[src/rtl/pwm_output_ctrl.sv]
// rtl/pwm_output_ctrl.sv - 16 user outputs, each forced low, static high or driven by one shared PWM
// Optional PWM_SHADOW_EN: duty is latched only at period boundaries so no pulse is ever truncated.
module pwm_output_ctrl #(
   parameter int unsigned CLK_DIV = 13
) (
   input  logic        clk,
   input  logic        rst_n,
   input  logic [7:0]  en_reg_out_7_0,
   input  logic [7:0]  en_reg_out_15_8,
   input  logic [7:0]  en_reg_pwm_7_0,
   input  logic [7:0]  en_reg_pwm_15_8,
   input  logic [7:0]  pwm_duty_cycle,
   output logic [15:0] out,
   output logic        period_start
);

   localparam int unsigned PW = (CLK_DIV > 1) ? $clog2(CLK_DIV) : 1;
   localparam logic [PW-1:0] PRESC_LAST = PW'(CLK_DIV - 1);
   localparam logic [7:0] CNT_LAST = 8'd254;

   logic [PW-1:0] prescaler_q, prescaler_d;
   logic [7:0]    pwm_cnt_q, pwm_cnt_d;
   logic [15:0]   out_q, out_d;
   logic          period_start_q, period_start_d;
   logic          tick;
   logic          period_end;
   logic          pwm_level;
   logic [7:0]    duty_eff;
   logic [15:0]   en_out;
   logic [15:0]   en_pwm;

   assign en_out = {en_reg_out_15_8, en_reg_out_7_0};
   assign en_pwm = {en_reg_pwm_15_8, en_reg_pwm_7_0};

   assign tick       = (prescaler_q == PRESC_LAST);
   assign period_end = tick && (pwm_cnt_q == CNT_LAST);

`ifdef PWM_SHADOW_EN
   logic [7:0] duty_shadow_q, duty_shadow_d;

   always_comb begin
      duty_shadow_d = duty_shadow_q;
      if (period_end) begin
         duty_shadow_d = pwm_duty_cycle;
      end
   end

   always_ff @(posedge clk) begin
      if (!rst_n) begin
         duty_shadow_q <= 8'h00;
      end else begin
         duty_shadow_q <= duty_shadow_d;
      end
   end

   assign duty_eff = duty_shadow_q;
`else
   assign duty_eff = pwm_duty_cycle;
`endif

   // Counter stops at 254 so duty 0xFF compares true on every tick of the period.
   assign pwm_level = (pwm_cnt_q < duty_eff);

   always_comb begin
      prescaler_d    = prescaler_q + PW'(1);
      pwm_cnt_d      = pwm_cnt_q;
      period_start_d = period_end;
      if (tick) begin
         prescaler_d = '0;
         pwm_cnt_d   = period_end ? 8'd0 : pwm_cnt_q + 8'd1;
      end
      out_d = en_out & (~en_pwm | {16{pwm_level}});
   end

   always_ff @(posedge clk) begin
      if (!rst_n) begin
         prescaler_q    <= '0;
         pwm_cnt_q      <= 8'd0;
         out_q          <= 16'h0000;
         period_start_q <= 1'b0;
      end else begin
         prescaler_q    <= prescaler_d;
         pwm_cnt_q      <= pwm_cnt_d;
         out_q          <= out_d;
         period_start_q <= period_start_d;
      end
   end

   assign out          = out_q;
   assign period_start = period_start_q;

endmodule

[config.mk]
export PLATFORM = sky130hd
export DESIGN_NAME = pwm_output_ctrl
export DESIGN_NICKNAME = d
export VERILOG_FILES = /design/src/rtl/pwm_output_ctrl.sv
export SDC_FILE = /design/constraint.sdc
export NUM_CORES = 1
export LEC_CHECK = 0
export ABC_AREA = 1
export CORE_UTILIZATION = 35
export DETAILED_ROUTE_END_ITERATION = 10
export GPL_TIMING_DRIVEN = 1
export MAX_ROUTING_LAYER = met4
export PLACE_DENSITY = 0.69
export SLEW_MARGIN = 20
export SYNTH_ARGS = -nofsm -noshare
export SYNTH_HDL_FRONTEND = slang
export SYNTH_SLANG_ARGS = --single-unit
export TNS_END_PERCENT = 20
[constraint.sdc]
create_clock -name clk -period 2.4 [get_ports clk]
set_clock_uncertainty 0.15 [all_clocks]
set_input_delay 0.36 -clock clk [delete_from_list [all_inputs] [get_ports clk]]
set_output_delay 0.36 -clock clk [all_outputs]
set_load 0.02 [all_outputs]
==> results of run 1 <==
==> cell families after synthesis <==
group                      Yosys count  synth area share
AOI/OAI and AO/OA                   27             0.137
xor gates and xnor gates             3            0.0194
adders and majority gates           11             0.102
buffers and inverters               24            0.0741
DFF                                 29             0.430
and+or+nand+nor                     66             0.238
==> layer usage <==
layer,share of wire,track usage
met5,0,-
met3,0.074,0.0536
met2,0.48,0.255
met4,0.0097,0.0417
met1,0.44,0.158
==> cells in the final DEF, fill, tap and decap left out <==
cell type	Yosys	routed
nor2_4	1	1
nand3_4	1	1
clkinv_2	0	2
o31ai_1	1	1
nor3_4	1	1
a21oi_4	1	1
inv_2	3	3
nor2_2	1	1
nand2_1	35	35
or2_2	1	1
clkbuf_1	0	1
xnor2_1	3	3
clkdlybuf4s50_1	0	58
a21oi_1	13	13
dfxtp_1	29	29
o21ai_1	2	2
nand2_2	3	3
buf_4	0	1
inv_1	18	18
ha_1	11	11
nand3_2	1	1
nor2_1	12	12
clkbuf_8	0	5
nand3_1	6	6
nor3_1	1	1
nand4_1	2	2
nand2_4	1	1
o21a_1	1	1
a21oi_2	9	9
==> power groups by stage <==
stage                     Sequential, mW  Combinational, mW  Clock (mW)
final                              0.508              0.166       0.368
after global routing               0.510              0.181       0.408
after floorplan                    0.537             0.0423           0
after detailed placement           0.519              0.167           0
after global placement             0.518              0.165           0
after CTS                          0.508              0.168       0.383
==> worst reg2reg max path, delay by kind of cell (launching register included) <==
kind	cells	cell delay (ns)
fa+ha+maj	1	0.26
simple gates	3	0.40
compound gates	2	0.32
flops	1	0.38
==> flip-flops by register name, summed over array words and instances (netlist names) <==
name          flops
pwm_cnt_q         8
prescaler_q       4
out              16
period_start      1
==> final cells by class <==
class,count,area (µm²),share of cell area
Clock inverter,2,10.0,0.00486
Timing Repair Buffer,59,588,0.285
Sequential cell,29,581,0.282
Clock buffer,6,72.6,0.0352
Multi-Input combinational cell,107,671,0.325
Tap cell,48,60.1,0.0291
Inverter,21,78.8,0.0383
==> worst min-delay path by stage <==
stage | end | depth (start not counted)
2_1_floorplan | prescaler_q[0] | 1
3_3_place_gp | prescaler_q[0] | 1
3_5_place_dp | prescaler_q[0] | 1
4_1_cts | prescaler_q[0] | 1
5_1_grt | prescaler_q[0] | 1
6_report | prescaler_q[0] | 1
==> through the flow <==
| stage | setup WS [ns] | total power [mW] | hold slack [ns] | std cells |
|---|---|---|---|---|
| floorplan | 0.829 | 0.580 | 0.280 | 160 |
| global placement | 0.330 | 0.684 | 0.295 | 264 |
| detailed placement | 0.292 | 0.686 | 0.318 | 264 |
| CTS | 0.576 | 1.06 | 0.332 | 272 |
| global route | 0.410 | 1.10 | 0.349 | 272 |
| finish | 0.586 | 1.04 | 0.322 | 272 |
==> impl_metrics.csv, run 1 <==
group,metric,value,unit
die,initial_utilization,0.366,
power_and_ir_drop,p_per_area,506,nW/µm²
finish,drive_gt1_frac,0.138,
setup_path,crit_top_cell,"a21oi_1",
setup_path,critPathMaxFanout,16,
route,vias,1216,
power_and_ir_drop,combPwrFrac,0.159,
placement,placed_area,1980,µm²
power_and_ir_drop,peakVddDrop,0.000459,V
synth,synth_area_leaders,"dfxtp_1 43%, ha_1 10%, nand2_1 9.7%, a21oi_2 5.8%, inv_1 5.0%",
setup_path,crit_path_start,"pwm_duty_cycle[5]",
hold_path,hold_path_startpoint,"prescaler_q[0]",
route,drt-total-wl,2670,µm
setup_path,path_buf_inv,2,
synth,synth_top_area_share,0.430,
sta,finalMaxSlewViolations,0,
status,status,"completed",
clock_network,root_buffer,"clkbuf_8",
sta,hold_viol,0,
route,drt_iter0_drc,65,
power_and_ir_drop,p_clk_frac,0.353,
hold_path,hold_class,"reg -> reg",
finish,antennaDiodeCount,0,
synth,synth_top_area_cell,"dfxtp_1",
clock_network,cts_tree,"done",
setup_path,required,2.45,ns
sta,post-route-min-period,1.81,ns
route,drtPass1Iterations,4,
setup_path,cp_cell_sequence,"clkdlybuf4s50_1, inv_1, ha_1, a21oi_1, nor2_1, nor3_4, nand2_4, a21oi_1",
power_and_ir_drop,switching_share,0.230,
synth,synth_cell_types,26,
die,rows,22,
setup_path,cpPeakStageDelay,0.45,ns
setup_path,critical-path-slowest-cell,"clkdlybuf4s50_1",
setup_path,crit_end,"out[15]",
setup_path,path_depth,8,
die,die_width,64.1,µm
setup_path,r2r_cells,6,
finish,layout.nets,276,
die,fp.coreArea,3690,µm²
sta,setup_viol,0,
synth,syn_area_per_cell,8.45,µm²
run,maxCapViolations,0,
synth,synth_area,1350,µm²
power_and_ir_drop,p_int,0.802,mW
global_routing,antenna_found_initial,0,
sta,finalSetupTns,0,ns
finish,stdcell_area,2060,µm²
synth,synth_seq_cells,29,
setup_path,critPathLaunchType,"input port",
finish,fillCellCount,357,
clock_network,post_cts_buffers,0,
global_routing,grt_max_degree,17,
power_and_ir_drop,seq_power_share,0.488,
sta,period_share,0.756,
die,die-height,64.1,µm
route,drc_errors,0,
synth,ys_seq_area_frac,0.430,
synth,async_reset_ff_frac,0,
global_routing,gr-total-overflow,0,
clock_network,cts_buffers,5,
finish,fin_util,0.559,
die,die-area,4110,µm²
clock_network,htreeDepth,2,
synth,ys_top_cells_by_count,"35 x nand2_1, 29 x dfxtp_1, 18 x inv_1",
synth,yosysMostFrequentCell,"nand2_1",
global_routing,grt_pass1_vias,1123,
setup_path,endpoint_kind,"flop",
setup_path,rr_endpoint,"out[15]",
setup_path,crit_family,"buffers and inverters",
placement,place_congestion,0.797,
setup_path,reg2reg_from,"pwm_cnt_q[5]",
finish,syn_to_final_growth,52.5,%
sta,max_freq,551,MHz
clock_network,clkTransAtPathRegs,0.06,ns
route,ant_nets,0,
setup_path,arrival,1.87,ns
synth,syn_inst,160,
global_routing,grt_usage,0.147,
sta,max_slew_margin,0.809,
clock_network,cts_resized,0,
sta,tightest_slew,0.286,ns
route,vias_per_cell,4.47,
placement,numPortBuffers,58,
setup_path,r2r_slack,0.82,ns
clock_network,clk_path_buf_depth,2,
global_routing,grt_pass1_wl,4570,µm
setup_path,crit_type,"in -> reg",
power_and_ir_drop,p_switching,0.240,mW
synth,synth_nets,213,
clock_network,postCtsHoldBufs,0,
synth,ys.flop_type,"dfxtp_1",
synth,synth-edff-count,0,
die,ios,59,
synth,synth_warnings,0,
clock_network,insertion_delay,0.27,ns
power_and_ir_drop,leakagePower,0.864,nW
placement,dpl.hpwl,2130,µm
sta,rsz0062_at_grt,"no",
clock_network,cts.sinks,29,
route,routedWlPerCell,9.82,µm
(Power assumes the default switching activity.)
==> run 2, diff against run 1 <==
--- a/config.mk
+++ b/config.mk
@@ -10,7 +10,7 @@
 export DETAILED_ROUTE_END_ITERATION = 10
 export GPL_TIMING_DRIVEN = 1
 export MAX_ROUTING_LAYER = met4
-export PLACE_DENSITY = 0.69
+export PLACE_DENSITY = 0.71
 export SLEW_MARGIN = 20
 export SYNTH_ARGS = -nofsm -noshare
 export SYNTH_HDL_FRONTEND = slang
==> constraint.sdc (replaced) <==
create_clock -name clk -period 1.5 [get_ports clk]
set_clock_uncertainty 0.15 [all_clocks]
set_input_delay 0.225 -clock clk [delete_from_list [all_inputs] [get_ports clk]]
set_output_delay 0.225 -clock clk [all_outputs]
set_load 0.02 [all_outputs]
==> run 2 against run 1 <==
Against the previous run: the run now ends with setup timing left; final cell count up 4.8%; die area unchanged; cell area up 10%; critical endpoint is now out[1]; largest power group unchanged.
==> impl_metrics.csv, run 2 (synthesis results as in run 1) <==
group,metric,value,unit
placement,placed_cells,273,
hold_path,holdPathEnd,"out[4]",
setup_path,r2r_slack,-0.08,ns
die,initial_utilization,0.366,
sta,tightest_slew,0.233,ns
setup_path,crit_top_cell,"nand2_4",
sta,setup_viol,16,
die,rows,22,
route,drc_errors,0,
finish,syn_to_final_growth,68.3,%
global_routing,grt_pass1_wl,4800,µm
clock_network,cts_buffers,5,
status,status,"finished with violations",
global_routing,antenna_found_initial,0,
finish,antennaDiodeCount,0,
setup_path,cpPeakStageDelay,0.33,ns
hold_path,hold_class,"in -> reg",
global_routing,busiest_layer,"met2",
route,routedWlPerCell,9.99,µm
global_routing,met2_usage,0.263,
setup_path,critPathLaunchType,"flop",
clock_network,insertion_delay,0.28,ns
finish,final_common_cell,"clkdlybuf4s50_1",
hold_path,worstHoldPathCells,3,
run,maxCapViolations,0,
clock_network,clk_path_buf_depth,2,
clock_network,cts.sinks,29,
power_and_ir_drop,leakagePower,1.01,nW
setup_path,critical-path-slowest-cell,"ha_1",
clock_network,root_buffer,"clkbuf_8",
die,die-height,64.1,µm
clock_network,clkTransAtPathRegs,0.06,ns
hold_path,hold_path_startpoint,"en_reg_out_7_0[4]",
route,vias,1260,
sta,setup_ws,-0.0779,ns
global_routing,use_met3,0.0607,
finish,layout.nets,289,
die,ios,59,
sta,max_slew_margin,0.844,
sta,max_freq,634,MHz
global_routing,gr-total-overflow,0,
die,die_width,64.1,µm
die,die-area,4110,µm²
sta,hold-worst-slack,0.321,ns
placement,numPortBuffers,58,
clock_network,cts_tree,"done",
setup_path,r2r_cells,7,
finish,drive_gt1_frac,0.266,
setup_path,reg2reg_from,"pwm_cnt_q[6]",
route,drt_iter0_drc,55,
placement,place_congestion,0.754,
global_routing,grt_usage,0.158,
placement,placed_area,2050,µm²
finish,stdcell_count,285,
setup_path,required,1.57,ns
sta,post-route-min-period,1.58,ns
global_routing,grt_pass1_vias,1140,
sta,rsz0062_at_grt,"yes",
finish,stdcell_area,2270,µm²
power_and_ir_drop,peakVddDrop,0.000513,V
global_routing,grt_util_met1,0.178,
finish,layout_common_cells,"35 x clkdlybuf4s50_1, 34 x nand2_1, 25 x dfxtp_1, 23 x dlygate4sd2_1, 15 x inv_1",
route,drtPass1Iterations,3,
setup_path,cp_cell_sequence,"ha_1, nand2_4, nor2_4, nor3_4, nand2_4, buf_6, a21oi_4",
die,fp.coreArea,3690,µm²
clock_network,htreeDepth,2,
status,violations,"setup timing",
route,ant_nets,0,
sta,period_share,1.05,
sta,finalMaxSlewViolations,0,
power_and_ir_drop,p_per_area,749,nW/µm²
setup_path,crit_type,"reg -> reg",
global_routing,grt_max_degree,12,
setup_path,rr_endpoint,"out[1]",
route,drt-total-wl,2850,µm
finish,fillCellCount,354,
route,vias_per_cell,4.42,
setup_path,arrival,1.64,ns
finish,largest_reg_flops,16,
sta,hold_viol,0,
clock_network,postCtsHoldBufs,0,
setup_path,endpoint_kind,"flop",
placement,dpl.hpwl,2120,µm
setup_path,critPathMaxFanout,4,
run 2: where the power goes:
part / total (mW) / internal (mW) / switching [mW]
Clock: 0.627 / 0.319 / 0.307
Combinational: 0.266 / 0.153 / 0.113
Sequential: 0.811 / 0.801 / 0.0101
run 2: timing repair:
action                     in CTS  in global routing
gates cloned                    1                  0
pin swaps                      17                  6
setup endpoints to repair      35                 22
gates resized for setup        41                  9
setup buffers                   3                  0
run 2: layout make-up:
class	count	area, µm²	share of cell area
Clock buffer	5	68.8	0.0303
Clock inverter	3	17.5	0.00770
Inverter	21	81.3	0.0358
Multi-Input combinational cell	107	768	0.338
Sequential cell	29	586	0.257
Tap cell	48	60.1	0.0264
Timing Repair Buffer	72	693	0.305
run 2: metrics by stage:
step | utilization | setup WS (ns) | setup TNS [ns] | power, mW
floorplan | - | 0.0103 | 0 | 0.927
global placement | 0.555 | -0.431 | -6.78 | 1.10
detailed placement | 0.555 | -0.546 | -7.69 | 1.10
CTS | 0.609 | -0.0937 | -0.792 | 1.72
global route | 0.617 | -0.147 | -2.06 | 1.79
finish | 0.617 | -0.0779 | -1.04 | 1.70
run 2: worst max path at each step:
stage / from / to / slack [ns] / cells past startpoint
2_1_floorplan: pwm_cnt_q[5] / out[7] / 0.01 / 7
3_3_place_gp: pwm_duty_cycle[5] / out[2] / -0.43 / 8
3_5_place_dp: pwm_duty_cycle[5] / out[1] / -0.55 / 8
4_1_cts: pwm_cnt_q[5] / out[1] / -0.09 / 7
5_1_grt: pwm_cnt_q[5] / out[1] / -0.15 / 7
6_report: pwm_cnt_q[6] / out[1] / -0.08 / 7
run 2: routing by layer:
metal	vias up	part of all wire
met5	-	0
met4	0	0.011
li1	666	-
met2	34	0.48
met1	556	0.45
met3	4	0.059
run 2: critical path, delay by kind of cell (launching register included):
| kind | cells | cell delay (ns) |
|---|---|---|
| flops | 1 | 0.31 |
| fa+ha+maj | 1 | 0.33 |
| compound gates | 1 | 0.11 |
| buf+inv | 1 | 0.15 |
| simple gates | 4 | 0.46 |
